==> src/rtl/dmem_arbiter.sv <==
// Round-robin arbiter sharing a fixed-latency single-port data memory between the CPU (port 0) and loader (port 1).
// Ack arrives LATENCY+2 cycles after the granting IDLE cycle; DMEM_ARB_FIXED_PRIO_EN makes port 0 win every tie.
module dmem_arbiter #(
  parameter int ADDR_W  = 32,
  parameter int DATA_W  = 32,
  parameter int LATENCY = 2
) (
  input  logic              clk_i,
  input  logic              rst_i,
  input  logic              m0_req_i,
  input  logic              m0_we_i,
  input  logic [ADDR_W-1:0] m0_addr_i,
  input  logic [DATA_W-1:0] m0_wdata_i,
  output logic [DATA_W-1:0] m0_rdata_o,
  output logic              m0_ack_o,
  input  logic              m1_req_i,
  input  logic              m1_we_i,
  input  logic [ADDR_W-1:0] m1_addr_i,
  input  logic [DATA_W-1:0] m1_wdata_i,
  output logic [DATA_W-1:0] m1_rdata_o,
  output logic              m1_ack_o,
  output logic              mem_en_o,
  output logic              mem_we_o,
  output logic [ADDR_W-1:0] mem_addr_o,
  output logic [DATA_W-1:0] mem_wdata_o,
  input  logic [DATA_W-1:0] mem_rdata_i,
  output logic              cpu_stall_o,
  output logic              busy_o,
  output logic              grant_o
);

  localparam int CNT_W = $clog2(LATENCY + 1);

  typedef enum logic [1:0] {IDLE, ISSUE, WAIT, DONE} state_e;

  state_e             state_q;
  logic [CNT_W-1:0]   cnt_q;
  logic               last_q;
  logic               grant_q;
  logic               gnt_d;
  logic               mem_en_q;
  logic               mem_we_q;
  logic [ADDR_W-1:0]  mem_addr_q;
  logic [DATA_W-1:0]  mem_wdata_q;
  logic [DATA_W-1:0]  m0_rdata_q;
  logic [DATA_W-1:0]  m1_rdata_q;
  logic               m0_ack_q;
  logic               m1_ack_q;
  logic               busy_q;

  always_comb begin
    gnt_d = 1'b0;
    if (m0_req_i && m1_req_i) begin
`ifdef DMEM_ARB_FIXED_PRIO_EN
      gnt_d = 1'b0;
`else
      gnt_d = ~last_q;
`endif
    end else if (m1_req_i) begin
      gnt_d = 1'b1;
    end
  end

  always_ff @(posedge clk_i or negedge rst_i) begin
    if (!rst_i) begin
      state_q     <= IDLE;
      cnt_q       <= '0;
      last_q      <= 1'b1;
      grant_q     <= 1'b0;
      mem_en_q    <= 1'b0;
      mem_we_q    <= 1'b0;
      mem_addr_q  <= '0;
      mem_wdata_q <= '0;
      m0_rdata_q  <= '0;
      m1_rdata_q  <= '0;
      m0_ack_q    <= 1'b0;
      m1_ack_q    <= 1'b0;
      busy_q      <= 1'b0;
    end else begin
      case (state_q)
        IDLE: begin
          if (m0_req_i || m1_req_i) begin
            grant_q     <= gnt_d;
            last_q      <= gnt_d;
            mem_we_q    <= gnt_d ? m1_we_i    : m0_we_i;
            mem_addr_q  <= gnt_d ? m1_addr_i  : m0_addr_i;
            mem_wdata_q <= gnt_d ? m1_wdata_i : m0_wdata_i;
            mem_en_q    <= 1'b1;
            busy_q      <= 1'b1;
            state_q     <= ISSUE;
          end
        end
        ISSUE: begin
          mem_en_q <= 1'b0;
          cnt_q    <= CNT_W'(LATENCY);
          state_q  <= WAIT;
        end
        WAIT: begin
          // Count of 1 marks the cycle the memory presents read data.
          if (cnt_q == CNT_W'(1)) begin
            if (!mem_we_q) begin
              if (grant_q) m1_rdata_q <= mem_rdata_i;
              else         m0_rdata_q <= mem_rdata_i;
            end
            if (grant_q) m1_ack_q <= 1'b1;
            else         m0_ack_q <= 1'b1;
            state_q <= DONE;
          end else begin
            cnt_q <= cnt_q - CNT_W'(1);
          end
        end
        DONE: begin
          m0_ack_q <= 1'b0;
          m1_ack_q <= 1'b0;
          busy_q   <= 1'b0;
          state_q  <= IDLE;
        end
        default: state_q <= IDLE;
      endcase
    end
  end

  assign mem_en_o    = mem_en_q;
  assign mem_we_o    = mem_we_q;
  assign mem_addr_o  = mem_addr_q;
  assign mem_wdata_o = mem_wdata_q;
  assign m0_rdata_o  = m0_rdata_q;
  assign m1_rdata_o  = m1_rdata_q;
  assign m0_ack_o    = m0_ack_q;
  assign m1_ack_o    = m1_ack_q;
  assign busy_o      = busy_q;
  assign grant_o     = grant_q;
  assign cpu_stall_o = m0_req_i & ~m0_ack_q;

endmodule

==> config.mk <==
export PLATFORM = sky130hd
export DESIGN_NAME = dmem_arbiter
export DESIGN_NICKNAME = d
export VERILOG_FILES = /design/src/rtl/dmem_arbiter.sv
export SDC_FILE = /design/constraint.sdc
export NUM_CORES = 1
export LEC_CHECK = 0
export BUFFER_PORTS_ARGS = -buffer_cell sky130_fd_sc_hd__buf_2
export CAP_MARGIN = 5
export CORE_UTILIZATION = 42
export CTS_BUF_LIST = sky130_fd_sc_hd__clkbuf_4
export DETAILED_ROUTE_END_ITERATION = 6
export PLACE_DENSITY = 0.82
export SLEW_MARGIN = 5
export SYNTH_ARGS = -nofsm -noshare
export SYNTH_HDL_FRONTEND = slang
export SYNTH_SLANG_ARGS = --single-unit
==> constraint.sdc <==
create_clock -name clk_i -period 1.7 [get_ports clk_i]
set_input_delay 0.085 -clock clk_i [delete_from_list [all_inputs] [get_ports clk_i]]
set_output_delay 0.085 -clock clk_i [all_outputs]
set_load 0.02 [all_outputs]
=== After elaboration in Yosys (flattened, before gate mapping) ===
Index checks and enable logic that the tools add are counted.

* Output and inout bits: 135
* Bits in registers: 139
* Logic and storage cells: 63
* Bits of input ports: 166

* Bitwise gates (word level): 5
* Equal/unequal tests: 9
* Reductions and logical operators: 16
* $add $sub $neg: 1
* Multiplexer cells: 19

{| class="wikitable"
|+ Operators by type and width
! operator !! count
|-
| $mux W32 || 2
|-
| $ne A2 B2 Y1 const B || 5
|-
| $reduce_and A2 Y1 || 5
|-
| $mux W1 || 8
|-
| $pmux W1 S2 || 4
|-
| $pmux W2 S4 || 1
|-
| $reduce_and A4 Y1 || 2
|-
| $reduce_bool A2 Y1 || 4
|-
| $mux W2 || 3
|-
| $reduce_and A3 Y1 || 2
|-
| $eq A2 B1 Y1 const B || 2
|-
| $eq A2 B2 Y1 const B || 2
|-
| $not A1 Y1 || 4
|-
| $pmux W2 S2 || 1
|-
| $logic_not A2 Y1 || 1
|-
| $sub A2 B1 Y2 const B || 1
|-
| $and A1 B1 Y1 || 1
|-
| $logic_and A1 B1 Y1 || 1
|-
| $logic_or A1 B1 Y1 || 1
|}

=== Depth between registers and ports, before layout ===
Gate-level depths: netlist of run 1.

* Depth in word-level cells: 3
* Mapped depth: 7
* Mapped depth without buffers: 5

=== Worst setup path after synthesis of run 1 ===
OpenSTA, ideal clock, no wires.

* Path kind: register -> register
* Start: register state_q[0]
* End: register m0_rdata_q[10] (netlist: m0_rdata_o[10])
* Period minus slack after synthesis: 1,787 ps
* Path slack: -87 ps
* Stages on the path, launching flop included: 8
* Arrival: 1,662 ps
* Library setup time: 125 ps
* Required time: 1,575 ps
* Cells stage by stage: dfrtp_1 inv_1 ha_1 buf_2 nand2_1 nor3_2 buf_4 mux2_2

* Cells in the longest elaborated chain, start to end: 2

{| class="wikitable"
|+ RTL lines
! item !! RTL line !! RTL
|-
| start, declared || 36 || <nowiki>state_e state_q;</nowiki>
|-
| start signal, assigned || 66 || <nowiki>state_q <= IDLE;</nowiki>
|-
| start signal, assigned || 90 || <nowiki>state_q <= ISSUE;</nowiki>
|-
| start signal, assigned || 96 || <nowiki>state_q <= WAIT;</nowiki>
|-
| $eq A2 B2 Y1 || 80 || <nowiki>case (state_q)</nowiki>
|-
| $reduce_and A4 Y1 (no source line) || n/a ||
|-
| end signal, assigned || 103 || <nowiki>else m0_rdata_q <= mem_rdata_i;</nowiki>
|-
| end, declared || 45 || <nowiki>logic [DATA_W-1:0] m0_rdata_q;</nowiki>
|}

No other way between the ends.
A chain may end at the register's enable or synchronous reset.

=== Worst setup path after layout of run 1 ===
* Start: register state_q[0]
* End: register m0_rdata_q[12] (netlist: m0_rdata_o[12])

The elaborated chain is that of the path after synthesis.

==> impl_metrics.env, run 1 <==
export IMPL_cts_tree="done"
export IMPL_clk_pin_slew_worst_paths_ns=0.13
export IMPL_grt_pass1_vias=6962
export IMPL_outcome="finished, final reports clean"
export IMPL_p_sw_share_pct=44.1
export IMPL_start_util_pct=43.6
export IMPL_synth_compound_area_share_pct=13.4
export IMPL_p_per_area_nw_per_um2=1720
export IMPL_synth_xor_area_share_pct=0
export IMPL_cpLargestDelayFamily="buffers and inverters"
export IMPL_critPathArrivalTime_ns=2.08
export IMPL_dp_hpwl_mm=11.9
export IMPL_hold_viol_final=0
export IMPL_drc=0
export IMPL_max_vdd_ir_drop_uv=824
export IMPL_ys_ff_latch=139
export IMPL_cts_buffer_depth=2
export IMPL_p_sw_mw=7.45
export IMPL_vias_per_cell=5.34
export IMPL_yosys_area_share_adder_pct=1.70
export IMPL_min_period_over_period_pct=98.2
export IMPL_cts_buffers=17
export IMPL_layout_commonest_cell="buf_2"
export IMPL_worst_pin_slew_ns=0.501
export IMPL_setup_viol=0
export IMPL_die_width_um=120
export IMPL_clock_latency_ns=0.53
export IMPL_synth_top_family_by_area="compound AO/OA/AOI/OAI gates"
export IMPL_syn_cell_area_sq_um=5870
export IMPL_layout_nets=1190
export IMPL_hp_class="in -> async"
export IMPL_cap_violations=0
export IMPL_synth_area_per_cell_sq_um=10.8
export IMPL_final_cell_count_no_fill=1207
export IMPL_finalMaxSlewViolations=0
export IMPL_p_comb_share_pct=50.4
export IMPL_critPathMaxStageDelay_ns=0.41
export IMPL_synth_cells=542
export IMPL_slowest_stage="dfrtp_1"
export IMPL_final_fill_count=843
export IMPL_cp_end_kind="register"
export IMPL_cts_sinks=139
export IMPL_leakage_nw=4.87
export IMPL_power_frac_seq_pct=35.6
export IMPL_cp_max_fo=16
export IMPL_dpl_cell_count=1004
export IMPL_r2r_start="state_q[0]$_DFFE_PN0P_"
export IMPL_cts_root_buf="clkbuf_4"
export IMPL_whs_ns=0.0759
export IMPL_dieArea_sq_um=14500
export IMPL_core_region_area_sq_um=13500
export IMPL_critPathKind="reg -> reg"
export IMPL_final_cell_mix="buf_2, dlygate4sd3_1, dfrtp_1"
export IMPL_syn2layout_area_growth_pct=66.8
export IMPL_finalCriticalPeriod_ns=1.67
export IMPL_layout_drive_gt1_share_pct=42.1
export IMPL_die_y_um=120
export IMPL_track_usage_pct=31.4
export IMPL_vias=6447
export IMPL_max_slew_margin_pct=66.6
export IMPL_synthDistinctLibCells=31
export IMPL_skew_ns=0.0200
export IMPL_grt_overflow_total=0
export IMPL_synth_top_area_share_pct=58.8
export IMPL_ioPinCount=301
export IMPL_gp_congestion=0.802
export IMPL_power_internal_mw=9.44
export IMPL_crit_path_start="state_q[0]$_DFFE_PN0P_"
export IMPL_synth_top_cell_by_area="dfrtp_1"
export IMPL_synthSimpleGateAreaFrac_pct=9.48
export IMPL_async_flop_share_pct=100
export IMPL_clock_fmax_mhz=599
export IMPL_drt_pass1_iterations=5
export IMPL_critPathBufInv=3
export IMPL_rows=42
export IMPL_ys_seq_area_share_pct=59.3
export IMPL_grt_max_degree=51
export IMPL_synth_ff_type="dfrtp_1"
export IMPL_clockPowerShare_pct=14.0
export IMPL_drtIter0Drc=532
export IMPL_synth_edf_count=0
export IMPL_drtAntennaViolNets=0
export IMPL_crit_required_ns=2.12
export IMPL_grt_antenna_before_repair=2
export IMPL_start_kind="register"
export IMPL_syn_num_nets=716
export IMPL_wl_per_cell_um=19.2
export IMPL_port_buffer_count=300
export IMPL_grt_pass1_wl_mm=34.7
export IMPL_synthMuxAreaShare_pct=12.7
export IMPL_cp_cell_sequence="inv_2, ha_4, nand2_4, nor3_4, buf_4, buf_12, mux2_2"
export IMPL_yosysWarnings=0
export IMPL_htree_levels=4
export IMPL_netlist_top_cells_area="dfrtp_1, mux2_2, a21oi_1"
export IMPL_drt_wl_total_mm=23.1
worst paths after layout:
kind                                                    end  slack (ns)  cells past startpoint
max in group asynchronous        m0_rdata_o[31]$_DFFE_PN0P_        0.99                      3
worst min register to register         cnt_q[1]$_DFFE_PN0P_        0.51                      1
worst max register to register   m0_rdata_o[12]$_DFFE_PN0P_        0.03                      7
worst max-delay path             m0_rdata_o[12]$_DFFE_PN0P_        0.03                      7
min in group clk_i               m0_rdata_o[24]$_DFFE_PN0P_        0.33                      3
worst min-delay path            mem_wdata_o[16]$_DFFE_PN0P_        0.08                      2
power by group through the flow:
| stage | clock [mW] | combinational, mW | sequential [mW] |
|---|---|---|---|
| final | 2.37 | 8.51 | 6.01 |
| after floorplan | 0 | 2.81 | 7.86 |
| after CTS | 2.40 | 8.05 | 5.87 |
| after detailed placement | 0 | 7.76 | 5.92 |
| after global placement | 0 | 7.53 | 5.85 |
| after global routing | 2.57 | 9.06 | 6.16 |
area by class of cell:
type	count	area, sq um	area share [%]
inverters	5	18.8	0.192
repair buffers	490	3510	35.8
well taps	176	220	2.25
multi-input cells	363	2250	23.0
clock buffers	18	135	1.38
flip-flops and latches	139	3480	35.5
diodes	2	5.00	0.0511
clock inverters	14	175	1.79
cell usage after synthesis, drive strengths merged, types with 4 or more instances:
library cell and count:
dfrtp 138, o21ai 4, a21oi 133, buf 28, nand2 66, clkbuf 7
inv 5, ha 8, nor2 66, mux2 66
cell families (layout without fill, tap and decap cells):
family,count (synthesis),in the layout
compound gates,149,149
fa+ha+maj,8,8
buf+inv,40,527
flops,139,139
mux,66,66
other cells,0,2
simple gates,140,140
sequential cells by signal (all words and copies together) (netlist names):
name,flops
m0_rdata_o,32
m1_rdata_o,32
mem_addr_o,32
mem_wdata_o,32
cnt_q,2
state_q,2
busy_o,1
grant_o,1
last_q,1
m0_ack_o,1
m1_ack_o,1
mem_en_o,1
mem_we_o,1
through the flow:
stage	cell area [sq um]	util (%)	TNS [ns]	power [mW]	setup WS (ns)
2_1_floorplan	5920	-	-0.321	10.7	-0.0113
3_3_place_gp	7750	57.6	0	13.4	0.0789
3_5_place_dp	7750	57.6	-0.0184	13.7	-0.0184
4_1_cts	9700	72.1	-0.00928	16.3	-0.00521
5_1_grt	9790	72.8	-0.00163	17.8	-0.00163
6_report	9790	72.8	0	16.9	0.0312
timing repair:
| item | in CTS | in global routing |
|---|---|---|
| cloned | 0 | 2 |
| resized for setup | 1 | 3 |
| hold buffers | 164 | 1 |
| endpoints found under the setup margin | 3 | 57 |
| buffers inserted | 0 | 2 |
| pin swaps | 0 | 2 |
| endpoints found under the hold margin | 269 | 2 |
per-layer routing:
metal / vias up / track usage (%) / part of all wire, %
li1: 2806 / - / -
met1: 3060 / 34.0 / 35
met2: 485 / 54.0 / 50
met3: 96 / 8.73 / 9.8
met4: 0 / 20.3 / 5.0
met5: - / 0 / 0
Note: power is estimated with default switching activity, not from simulation.
==> run 2: changes to the inputs <==
--- a/config.mk
+++ b/config.mk
@@ -10,6 +10,7 @@
 export CORE_UTILIZATION = 42
 export CTS_BUF_LIST = sky130_fd_sc_hd__clkbuf_4
 export DETAILED_ROUTE_END_ITERATION = 6
+export GPL_TIMING_DRIVEN = 0
 export PLACE_DENSITY = 0.82
 export SLEW_MARGIN = 5
 export SYNTH_ARGS = -nofsm -noshare
==> impl_metrics.env, run 2 (synthesis gave the netlist of run 1 again) <==
export IMPL_start_kind="register"
export IMPL_start_util_pct=43.6
export IMPL_critPathArrivalTime_ns=2.14
export IMPL_cts_tree="done"
export IMPL_hold_viol_final=0
export IMPL_layout_nets=1212
export IMPL_placed_area_sq_um=7670
export IMPL_outcome="finished, final reports clean"
export IMPL_clk_pin_slew_worst_paths_ns=0.13
export IMPL_cts_root_buf="clkbuf_4"
export IMPL_drt_wl_total_mm=23.4
export IMPL_met3_usage_pct=9.62
export IMPL_drc=0
export IMPL_critPathMaxStageDelay_ns=0.56
export IMPL_fin_area_sq_um=9840
export IMPL_slowest_stage="dlygate4sd3_1"
export IMPL_crit_required_ns=2.18
export IMPL_cpLargestDelayFamily="buffers and inverters"
export IMPL_final_cell_mix="buf_2, dlygate4sd3_1, dfrtp_1"
export IMPL_cp_cell_sequence="inv_2, buf_12, ha_4, a21oi_1, a31oi_1, dlygate4sd3_1"
export IMPL_port_buffer_count=300
export IMPL_max_slew_margin_pct=63.2
export IMPL_top_usage_layer="met2"
export IMPL_drtIter0Drc=442
export IMPL_cts_buffers=17
export IMPL_vias=6513
export IMPL_core_region_area_sq_um=13500
export IMPL_p_comb_share_pct=52.2
export IMPL_multiInputGateArea_sq_um=2270
export IMPL_layout_commonest_cell="buf_2"
export IMPL_gp_congestion=0.808
export IMPL_vias_per_cell=5.30
export IMPL_grt_overflow_total=0
export IMPL_grt_pass1_vias=6829
export IMPL_syn2layout_area_growth_pct=67.6
export IMPL_critPathKind="reg -> reg"
export IMPL_setup_viol=0
export IMPL_skew_ns=0.0283
export IMPL_p_sw_mw=7.70
export IMPL_grt_max_degree=84
export IMPL_drtAntennaViolNets=0
export IMPL_grt_antenna_before_repair=1
export IMPL_die_width_um=120
export IMPL_r2r_start="state_q[0]$_DFFE_PN0P_"
export IMPL_cts_sinks=139
export IMPL_whs_ns=0.0714
export IMPL_drt_pass1_iterations=5
export IMPL_finalCriticalPeriod_ns=1.66
export IMPL_track_usage_pct=32.1
export IMPL_fin_util_pct=73.2
export IMPL_final_fill_count=854
export IMPL_cp_max_fo=7
export IMPL_finalMaxSlewViolations=0
export IMPL_grt_pass1_wl_mm=35.3
export IMPL_cts_buffer_depth=2
export IMPL_layout_drive_gt1_share_pct=43.7
export IMPL_critPathBufInv=3
export IMPL_worst_pin_slew_ns=0.552
export IMPL_cp_end_kind="register"
export IMPL_clock_fmax_mhz=603
export IMPL_cap_violations=0
export IMPL_rows=42
export IMPL_crit_path_start="state_q[0]$_DFFE_PN0P_"
export IMPL_max_vdd_ir_drop_uv=988
export IMPL_power_frac_seq_pct=35.7
export IMPL_grt_use_met1_pct=34.6
export IMPL_leakage_nw=4.88
export IMPL_p_sw_share_pct=46.0
export IMPL_ioPinCount=301
export IMPL_dp_hpwl_mm=12.6
export IMPL_min_period_over_period_pct=97.6
export IMPL_power_internal_mw=9.04
export IMPL_clock_latency_ns=0.55
export IMPL_p_per_area_nw_per_um2=1700
export IMPL_wl_per_cell_um=19.1
export IMPL_grt_use_met2_pct=55.0
export IMPL_dieArea_sq_um=14500
export IMPL_clockPowerShare_pct=12.1
export IMPL_htree_levels=4
export IMPL_die_y_um=120
export IMPL_hp_class="in -> async"
export IMPL_seqCellArea_sq_um=3480
==> run 2: cell count changes in the layout (fill, tap and decap cells not counted), moves of 5 or more <==
| cell | delta |
|---|---|
| buf_12 | -6 |
| buf_6 | +6 |
| inv_6 | +5 |
| buf_2 | +5 |
| clkinvlp_4 | +5 |
==> run 2: metrics by stage <==
step | setup slack, ns | instances | power (mW) | TNS (ns)
after floorplan | -0.0113 | 542 | 10.7 | -0.321
after global placement | -1.39 | 1018 | 13.3 | -211.71
after detailed placement | -0.360 | 1019 | 13.5 | -23.24
after CTS | -0.0140 | 1222 | 16.0 | -0.117
after global routing | -0.0227 | 1228 | 17.6 | -0.0433
final | 0.0408 | 1228 | 16.7 | 0
==> run 2: cell type report <==
class                           count  area share, %
Multi-Input combinational cell    363           23.1
Timing Repair Buffer              478           33.5
Inverter                            5          0.191
Tap cell                          176           2.24
Buffer                             34           2.91
Clock inverter                     15           1.31
Antenna cell                        1         0.0254
Clock buffer                       17           1.30
Sequential cell                   139           35.4
==> run 2: worst paths after layout <==
path	end	slack [ns]	depth (start not counted)
worst max-delay path	last_q$_DFFE_PN1P_	0.04	6
worst min-delay path	mem_wdata_o[16]$_DFFE_PN0P_	0.07	2
worst max register to register	last_q$_DFFE_PN1P_	0.04	6
worst min register to register	cnt_q[1]$_DFFE_PN0P_	0.50	1
max in group asynchronous	m1_rdata_o[27]$_DFFE_PN0P_	0.82	3
min in group clk_i	mem_addr_o[3]$_DFFE_PN0P_	0.30	4
==> run 2: worst register-to-register path: cells and delay by family, from the launching register on <==
family                   cells  cell delay [ns]
AO/OA/AOI/OAI                2             0.21
flip-flops                   1             0.42
buffers and inverters        3             0.79
adder cells (fa/ha/maj)      1             0.19
==> run 2: power groups by stage <==
stage / combinational [mW] / sequential, mW / clock, mW
2_1_floorplan: 2.81 / 7.86 / 0
3_3_place_gp: 7.40 / 5.85 / 0
3_5_place_dp: 7.59 / 5.92 / 0
4_1_cts: 8.10 / 5.85 / 2.04
5_1_grt: 9.28 / 6.14 / 2.21
6_report: 8.73 / 5.98 / 2.03
==> run 2: layer usage <==
| layer | wire, um | vias to the layer above |
|---|---|---|
| li1 | - | 2855 |
| met1 | 8500 | 3097 |
| met2 | 11700 | 439 |
| met3 | 1970 | 122 |
| met4 | 1230 | 0 |
| met5 | 0 | - |
==> run 2: repair_timing <==
action | CTS | global route
gates resized for setup | 17 | 35
hold buffers | 166 | 0
pin swaps | 1 | 0
endpoints found under the setup margin | 125 | 126
cloned | 0 | 1
setup buffers | 5 | 5
hold endpoints to repair | 270 | 0
==> run 3: changes to the inputs <==
--- a/config.mk
+++ b/config.mk
@@ -7,11 +7,13 @@
 export LEC_CHECK = 0
 export BUFFER_PORTS_ARGS = -buffer_cell sky130_fd_sc_hd__buf_2
 export CAP_MARGIN = 5
-export CORE_UTILIZATION = 42
-export CTS_BUF_LIST = sky130_fd_sc_hd__clkbuf_4
+export CORE_MARGIN = 4
+export CORE_UTILIZATION = 41
+export CTS_BUF_LIST = sky130_fd_sc_hd__clkbuf_8 sky130_fd_sc_hd__clkbuf_16
 export DETAILED_ROUTE_END_ITERATION = 6
 export GPL_TIMING_DRIVEN = 0
-export PLACE_DENSITY = 0.82
+export PLACE_DENSITY = 0.8
+export RECOVER_POWER = 50
 export SLEW_MARGIN = 5
 export SYNTH_ARGS = -nofsm -noshare
 export SYNTH_HDL_FRONTEND = slang
==> impl_metrics.env, run 3 (synthesis gave the netlist of run 1 again) <==
export IMPL_critPathKind="reg -> reg"
export IMPL_vias_per_cell=5.33
export IMPL_drt_pass1_iterations=6
export IMPL_syn2layout_area_growth_pct=70.2
export IMPL_cp_max_fo=7
export IMPL_grt_max_degree=82
export IMPL_worst_pin_slew_ns=0.578
export IMPL_clock_fmax_mhz=585
export IMPL_outcome="finished, violations left"
export IMPL_grt_antenna_before_repair=0
export IMPL_cts_sinks=139
export IMPL_violations="setup timing"
export IMPL_layout_drive_gt1_share_pct=31.5
export IMPL_crit_required_ns=1.99
export IMPL_skew_ns=0.00988
export IMPL_clock_latency_ns=0.41
export IMPL_vias=6563
export IMPL_grt_pass1_wl_mm=37.5
export IMPL_cp_cell_sequence="inv_2, ha_4, nand2_4, nor3_4, buf_12, buf_4, mux2_2"
export IMPL_fin_util_pct=71.7
export IMPL_leakage_nw=4.68
export IMPL_die_width_um=128
export IMPL_seqCellArea_sq_um=3480
export IMPL_port_buffer_count=300
export IMPL_pre_cts_slack_ns=-0.373
export IMPL_critPathArrivalTime_ns=1.99
export IMPL_layout_nets=1209
export IMPL_grt_pass1_vias=7033
export IMPL_final_cell_mix="buf_2, dlygate4sd3_1, dfrtp_1"
export IMPL_drc=0
export IMPL_grt_overflow_total=0
export IMPL_layout_commonest_cell="buf_2"
export IMPL_track_usage_pct=29.6
export IMPL_cts_root_buf="clkbuf_16"
export IMPL_cts_tree="done"
export IMPL_setup_viol=4
export IMPL_finalCriticalPeriod_ns=1.71
export IMPL_dieArea_sq_um=16300
export IMPL_final_fill_count=946
export IMPL_rsz0062_at_grt="yes"
export IMPL_critPathMaxStageDelay_ns=0.39
export IMPL_hp_class="in -> reg"
export IMPL_placed_area_sq_um=7680
export IMPL_cts_buffers=17
export IMPL_wl_per_cell_um=20.4
export IMPL_htree_levels=4
export IMPL_min_period_over_period_pct=101
export IMPL_finalMaxSlewViolations=0
export IMPL_rows=43
export IMPL_power_mw=18.0
export IMPL_drtIter0Drc=523
export IMPL_fin_area_sq_um=9990
export IMPL_core_region_area_sq_um=13900
export IMPL_cap_violations=0
export IMPL_slowest_stage="dfrtp_1"
export IMPL_cts_buffer_depth=2
export IMPL_drt_wl_total_mm=25.1
export IMPL_hold_viol_final=0
export IMPL_start_util_pct=42.1
export IMPL_ioPinCount=301
export IMPL_max_vdd_ir_drop_uv=1230
export IMPL_drtAntennaViolNets=0
export IMPL_multiInputGateArea_sq_um=2300
export IMPL_layout_setup_ws_ns=-0.00967
export IMPL_die_y_um=128
export IMPL_start_kind="register"
export IMPL_max_slew_margin_pct=61.5
export IMPL_clk_pin_slew_worst_paths_ns=0.06
export IMPL_gp_congestion=0.876
export IMPL_p_per_area_nw_per_um2=1800
export IMPL_dp_hpwl_mm=13.6
export IMPL_cp_end_kind="register"
==> run 3: changes by cell type in the layout (fill, tap and decap cells not counted), sizes merged <==
cell | previous run | this run
diode | 1 | 3
buf | 335 | 210
dlygate4sd3 | 166 | 162
bufinv | 0 | 2
inv | 14 | 8
clkinvlp | 6 | 4
clkinv | 0 | 6
clkbuf | 28 | 154
==> run 3: critical path: cells and delay by family (launching register included) <==
| kind | cells | cell delay, ns |
|---|---|---|
| flip-flops | 1 | 0.39 |
| multiplexers | 1 | 0.35 |
| adder cells (fa/ha/maj) | 1 | 0.16 |
| buffers and inverters | 3 | 0.41 |
| AND/OR/NAND/NOR | 2 | 0.27 |
==> run 3: path summary, 6_finish.rpt <==
check	from	end	slack, ns	cells after the start
setup reg to reg	state_q[0]$_DFFE_PN0P_	m0_rdata_o[13]$_DFFE_PN0P_	-0.01	7
min in group asynchronous	rst_i	mem_wdata_o[13]$_DFFE_PN0P_	0.23	2
max in group asynchronous	rst_i	m0_rdata_o[16]$_DFFE_PN0P_	0.67	3
hold reg to reg	m0_rdata_o[6]$_DFFE_PN0P_	m0_rdata_o[6]$_DFFE_PN0P_	0.48	1
hold / removal	m1_wdata_i[24]	mem_wdata_o[24]$_DFFE_PN0P_	0.02	3
setup / recovery	state_q[0]$_DFFE_PN0P_	m0_rdata_o[13]$_DFFE_PN0P_	-0.01	7
==> run 3: power breakdown <==
group          internal, mW  total (mW)  switching, mW
Combinational          3.00        8.27           5.28
Clock                  2.16        3.62           1.47
Sequential             5.00        6.11           1.11
Total                  10.1        18.0           7.86
==> run 3: metal layers <==
metal | up-vias | part of all wire (%) | global-route usage (%)
li1 | 2840 | - | -
met1 | 3096 | 35 | 32.8
met2 | 489 | 49 | 51.8
met3 | 138 | 10 | 8.38
met4 | 0 | 5.6 | 15.4
met5 | - | 0 | 0
==> run 3: cell type report <==
cell class | instances | share of cell area [%]
clock inverter | 15 | 1.49
multi-input combinational | 363 | 23.0
sequential | 139 | 34.8
inverter | 5 | 0.188
timing repair buffer | 475 | 31.2
clock buffer | 17 | 4.26
antenna | 3 | 0.0751
tap | 180 | 2.25
buffer | 34 | 2.64
==> run 3: through the flow <==
step                setup TNS (ns)  instances  hold WS [ns]
detailed placement          -23.38       1023        0.0898
finish                     -0.0263       1231        0.0249
global route                 -1.45       1228        0.0365
floorplan                   -0.321        542        -0.211
CTS                              0       1224       0.00123
global placement           -219.22       1022         0.317
==> run 3: timing repair <==
item | CTS | global route
hold buffers | 162 | 0
setup buffers | 6 | 4
gates cloned | 1 | 1
setup endpoints to repair | 126 | 102
hold endpoints to repair | 188 | 0
resized for setup | 18 | 34
pin swaps | 1 | 2
